===== src/rtl/skid_buffer.sv =====
// -----------------------------------------------------------------------------
// skid_buffer
//
// Two-entry valid/ready register slice. It sits directly downstream of the
// 8-bit flop stage and consumes that stage's registered byte stream. It
// registers both in_ready and out_valid, so no combinational path runs from
// either side's handshake to the other. It sustains one word per cycle, and
// the skid register catches the word that is in flight when the consumer
// stalls.
//
// Build option:
//   SKID_BUFFER_STATS_EN - when defined, adds the stall_count output: a
//                          16-bit saturating count of cycles where
//                          out_valid=1 and out_ready=0. When undefined, the
//                          port and its counter are absent.
//
// Ports:
//   clk         in   rising-edge clock for all state
//   reset       in   asynchronous active-high reset, clears all state
//   in_valid    in   upstream word is valid
//   in_ready    out  registered; buffer can take a word this cycle
//   in_data     in   upstream word, DATA_W bits
//   out_valid   out  registered; out_data holds a valid word
//   out_ready   in   downstream takes out_data this cycle
//   out_data    out  registered output word, DATA_W bits
//   stall_count out  (SKID_BUFFER_STATS_EN only) saturating stall counter
//
// States:
//   state | meaning
//   EMPTY | no word held; in_ready=1, out_valid=0
//   BUSY  | main holds one word; in_ready=1, out_valid=1
//   FULL  | main and skid both hold words; in_ready=0, out_valid=1
// -----------------------------------------------------------------------------
module skid_buffer #(
    parameter int DATA_W = 8
) (
    input  logic              clk,
    input  logic              reset,
    input  logic              in_valid,
    output logic              in_ready,
    input  logic [DATA_W-1:0] in_data,
    output logic              out_valid,
    input  logic              out_ready,
    output logic [DATA_W-1:0] out_data
`ifdef SKID_BUFFER_STATS_EN
    ,
    output logic [15:0]       stall_count
`endif
);

    typedef enum logic [1:0] {
        EMPTY = 2'b00,
        BUSY  = 2'b01,
        FULL  = 2'b10
    } state_t;

    state_t            state_q,     state_d;
    logic              in_ready_q,  in_ready_d;
    logic              out_valid_q, out_valid_d;
    logic [DATA_W-1:0] main_q,      main_d;
    logic [DATA_W-1:0] skid_q,      skid_d;

    logic in_xfer;
    logic out_xfer;

    // The handshake terms use only registered outputs. Upstream offers made
    // while in_ready is low therefore cannot change anything.
    assign in_xfer  = in_valid    && in_ready_q;
    assign out_xfer = out_valid_q && out_ready;

    // -------------------------------------------------------------------------
    // State register
    // -------------------------------------------------------------------------
    always_ff @(posedge clk or posedge reset) begin
        if (reset) begin
            state_q     <= EMPTY;
            in_ready_q  <= 1'b1;
            out_valid_q <= 1'b0;
            main_q      <= '0;
            skid_q      <= '0;
        end else begin
            state_q     <= state_d;
            in_ready_q  <= in_ready_d;
            out_valid_q <= out_valid_d;
            main_q      <= main_d;
            skid_q      <= skid_d;
        end
    end

    // -------------------------------------------------------------------------
    // Next-state and datapath
    // -------------------------------------------------------------------------
    always_comb begin
        state_d     = state_q;
        in_ready_d  = in_ready_q;
        out_valid_d = out_valid_q;
        main_d      = main_q;
        skid_d      = skid_q;

        unique case (state_q)
            EMPTY: begin
                if (in_xfer) begin
                    main_d      = in_data;
                    out_valid_d = 1'b1;
                    in_ready_d  = 1'b1;
                    state_d     = BUSY;
                end
            end

            BUSY: begin
                if (in_xfer && out_xfer) begin
                    main_d = in_data;
                end else if (in_xfer) begin
                    // Consumer stalled while a new word arrived. Park the new
                    // word in the skid register so main stays stable.
                    skid_d     = in_data;
                    in_ready_d = 1'b0;
                    state_d    = FULL;
                end else if (out_xfer) begin
                    out_valid_d = 1'b0;
                    state_d     = EMPTY;
                end
            end

            FULL: begin
                // in_ready is low here, so the only event that matters is
                // the consumer draining main. The skid word is presented next.
                if (out_xfer) begin
                    main_d     = skid_q;
                    in_ready_d = 1'b1;
                    state_d    = BUSY;
                end
            end

            default: begin
                state_d     = EMPTY;
                in_ready_d  = 1'b1;
                out_valid_d = 1'b0;
            end
        endcase
    end

    assign in_ready  = in_ready_q;
    assign out_valid = out_valid_q;
    assign out_data  = main_q;

`ifdef SKID_BUFFER_STATS_EN
    // -------------------------------------------------------------------------
    // Stall counter: counts cycles where a valid word is held back by the
    // consumer. It saturates rather than wrapping, so a long stall never
    // reads as a short one.
    // -------------------------------------------------------------------------
    logic [15:0] stall_count_q, stall_count_d;

    always_comb begin
        stall_count_d = stall_count_q;
        if (out_valid_q && !out_ready && (stall_count_q != 16'hFFFF)) begin
            stall_count_d = stall_count_q + 16'd1;
        end
    end

    always_ff @(posedge clk or posedge reset) begin
        if (reset) begin
            stall_count_q <= '0;
        end else begin
            stall_count_q <= stall_count_d;
        end
    end

    assign stall_count = stall_count_q;
`endif

endmodule


===== config.mk =====
export PLATFORM = sky130hd
export DESIGN_NAME = skid_buffer
export DESIGN_NICKNAME = d
export VERILOG_FILES = /design/src/rtl/skid_buffer.sv
export SDC_FILE = /design/constraint.sdc
export NUM_CORES = 1
export LEC_CHECK = 0
export CELL_PAD_IN_SITES_DETAIL_PLACEMENT = 1
export CELL_PAD_IN_SITES_GLOBAL_PLACEMENT = 1
export CORE_ASPECT_RATIO = 1.25
export CORE_MARGIN = 4
export CORE_UTILIZATION = 24
export CTS_CLUSTER_SIZE = 20
export DETAILED_ROUTE_END_ITERATION = 6
export GPL_ROUTABILITY_DRIVEN = 0
export PLACE_DENSITY = 0.59
export SETUP_SLACK_MARGIN = 0.5
export SYNTH_ARGS = -nofsm -noshare
export SYNTH_HDL_FRONTEND = slang
export SYNTH_SLANG_ARGS = --single-unit

===== constraint.sdc =====
create_clock -name clk -period 2.3 [get_ports clk]
set_input_delay 0.46 -clock clk [delete_from_list [all_inputs] [get_ports clk]]
set_output_delay 0.46 -clock clk [all_outputs]
set_load 0.05 [all_outputs]

==> summary.txt <==
Run status
  – Outcome: completed

Global routing
  – Vias in the first global route: 669
  – Pin count of the biggest net entering global routing: 21
  – Antenna violations before repair: 0
  – Global route overflow: 0
  – First-pass GRT wire length: between 3000 and 4000 um
  – GRT Overall Usage: between 8 and 9%

Clocking
  – Hold Buf Count CTS: 0
  – Clock sink count: 20
  – Worst-path clk slew: roughly 70 ps
  – Root Driver: clkbuf_8
  – CTS Buffer Depth: 2
  – TritonCTS clock tree: built
  – CTS buffer count: 3
  – Clock latency on the worst-skew pair: between 200 and 300 ps
  – Htree depth: 1

Routing
  – Met2 wire len: about 1100 um
  – Final wirelength: 1912 um
  – DRT met1 WL: ~770 um
  – Highest Signal Layer: met4
  – Drt wl/cell: 12.83 um
  – Via/cell ratio: roughly 4.2
  – Routed Antenna Nets: 0
  – Initial drt markers: 14
  – Routed length on met3: 51 um
  – Via count: between 600 and 700
  – DRC Markers: 0
  – Drt first pass iters: 2

Cells and area
  – Fill count: around 430
  – Antenna Cells: 0
  – Finished Layout Cells: 149
  – Share of layout cells above drive strength 1: 42.11%
  – Layout Utilization: 33.75%
  – Area of the multi-input gates: 419.2 um^2
  – Area Overhead vs Synth: 36.68%
  – Post-route cell area: around 0.0013 mm^2
  – Register Area: approximately 500 um^2
  – Nets: between 100 and 150

Yosys
  – Top post-synthesis cells by area: dfrtp_1 51%, mux2_2 29%, dfstp_2 2.8%
  – Syn Inst Count: 67
  – Syn nets: 79
  – Post-Syn Area: a little over 900 um^2
  – Syn_area_per_cell: roughly 14 um^2
  – Top cell type's share of synthesized area: 50.87%
  – Register bit total from synthesis: 20
  – Yosys cell types: 19
  – Post-synth top area cell: dfrtp_1
  – YS warnings: 0
  – Sequential fraction of the synthesis area: a little over half

Worst setup path
  – Worst path max stage delay: ~440 ps
  – Reg2Reg Setup Slack: between 600 and 700 ps
  – Worst path required time: between 2000 and 2500 ps
  – CP startpoint kind: input port
  – Worst-path cell chain: clkdlybuf4s50_1, nand2_2, inv_1, a21oi_4, buf_4, mux2_2
  – CP Max Fanout: 6
  – CP Capture Type: flop
  – Arrival @ worst endpoint: between 1500 and 2000 ps
  – Slowest CP cell: clkdlybuf4s50_1
  – CP Class: in -> reg

Floorplan
  – Die area: 0.004963 mm^2
  – Row count: 25
  – Die width: between 60 and 70 um
  – # IOs: 22
  – Core outline area: roughly 0.0038 mm^2
  – Chip height: between 70 and 80 um
  – Starting Density: around 25%

Placement
  – Placed cells: roughly 140
  – Dpl cell area: 0.001216 mm^2
  – Place WS: 207.2 ps
  – Port Buf Inserts: 21
  – Hpwl dp: between 1000 and 1500 um

STA
  – Layout Skew: between 3 and 4 ps
  – Fin crit share: around 74%
  – Hold_ws: 507.0 ps
  – Total negative slack: 0 ps
  – Worst slew margin: about two thirds
  – Period minus WS final: ~1700 ps
  – Fmax achieved: ~0.6 GHz
  – Max-slew violation count: 0
  – Final hold vios: 0
  – Worst slew pin tran: just under 500 ps
  – Setup WS post-layout: between 500 and 600 ps
  – # setup viols final: 0
  – RSZ-0062 raised after global routing: false

Power and ir drop
  – P_leak: ~0.63 nW
  – Tot Pwr: ~0.62 mW
  – Maximum vdd drop: ~0.17 mV
  – Power Density: about 480 mW/mm^2

Worst hold path
  – Worst hold path type: reg -> reg

Run
  – Number of max-cap violations: 0
-- Yosys cell counts --
cell type,count
o21a_1,1
a21oi_4,1
nor2_4,1
o21bai_1,1
a21oi_1,1
o22ai_4,1
dfstp_2,1
dfrtp_1,19
nand3_2,1
nand2b_1,1
nand2_1,3
buf_6,1
inv_1,2
o21ai_0,3
mux2_2,24
nand3_1,1
or2_2,1
nand3b_1,2
nor2_1,2
-- area by class of cell --
type	count	area share [%]
Clock buffer	4	3.526
Sequential cell	20	39.28
Multi-Input combinational cell	44	32.81
Tap cell	54	5.289
Timing Repair Buffer	25	18.51
Inverter	2	0.5877
-- report_power, final --
part | total (mW) | switching, mW | leakage (nW) | internal [mW]
Sequential | 0.352 | 0 | 0.271 | 0.352
Combinational | 0.0303 | 0.0122 | 0.338 | 0.0180
Clock | 0.234 | 0.111 | 0.0228 | 0.123
Total | 0.616 | 0.123 | 0.631 | 0.493
-- cell usage in the layout (no fill, tap or decap) --
master,n
nand3_2,1
dfrtp_1,19
o21ai_0,3
clkbuf_1,1
nand3_1,1
clkbuf_2,1
o21bai_1,1
or2_2,1
inv_1,2
nand2_1,1
buf_4,3
nor2_4,1
o22ai_4,1
nor2_1,2
nand2b_1,1
o21a_1,1
mux2_2,24
a21oi_1,1
nand2_2,2
a21oi_4,1
buf_12,1
nand3b_1,2
clkbuf_8,3
dlygate4sd2_1,9
dfstp_2,1
clkdlybuf4s50_1,11
-- metal layers --
| layer | GRT usage (%) | up-vias |
|---|---|---|
| met4 | 5.184 | 0 |
| met3 | 2.026 | 4 |
| met2 | 14.89 | 12 |
| li1 | - | 294 |
| met1 | 9.541 | 321 |
| met5 | 0 | - |
-- logic make-up after synthesis --
kind of cell           synth area share [%]
flip-flops                            53.68
AO/OA/AOI/OAI                         7.631
AND/OR/NAND/NOR                       7.764
buffers and inverters                 2.008
multiplexers                          28.92
-- flip-flops by register name (all words and copies together), names as in the netlist --
| signal | cells |
|---|---|
| skid_q | 8 |
| out_data | 8 |
| state_q | 2 |
| in_ready | 1 |
| out_valid | 1 |
-- critical path, delay by kind of cell --
family	cells	cell delay, ps
buffers and inverters	3	700
muxes	1	320
AOI/OAI and AO/OA	1	190
and+or+nand+nor	1	170
-- timing repair --
item                       CTS  global route
setup endpoints to repair   18            17
gates cloned                 0             0
pin swaps                    1             0
resized for setup           10             4
setup buffers                2             0
-- path summary, 6_finish.rpt --
kind	start	to	cells past startpoint
max	out_ready	out_data[6]	6
min	skid_q[3]	skid_q[3]	1
max reg2reg	state_q[0]	out_data[6]	6
min reg2reg	skid_q[3]	skid_q[3]	1
max in group asynchronous	reset	in_ready	3
min in group asynchronous	reset	state_q[1]	3
Note: power is estimated with default switching activity, not from simulation.
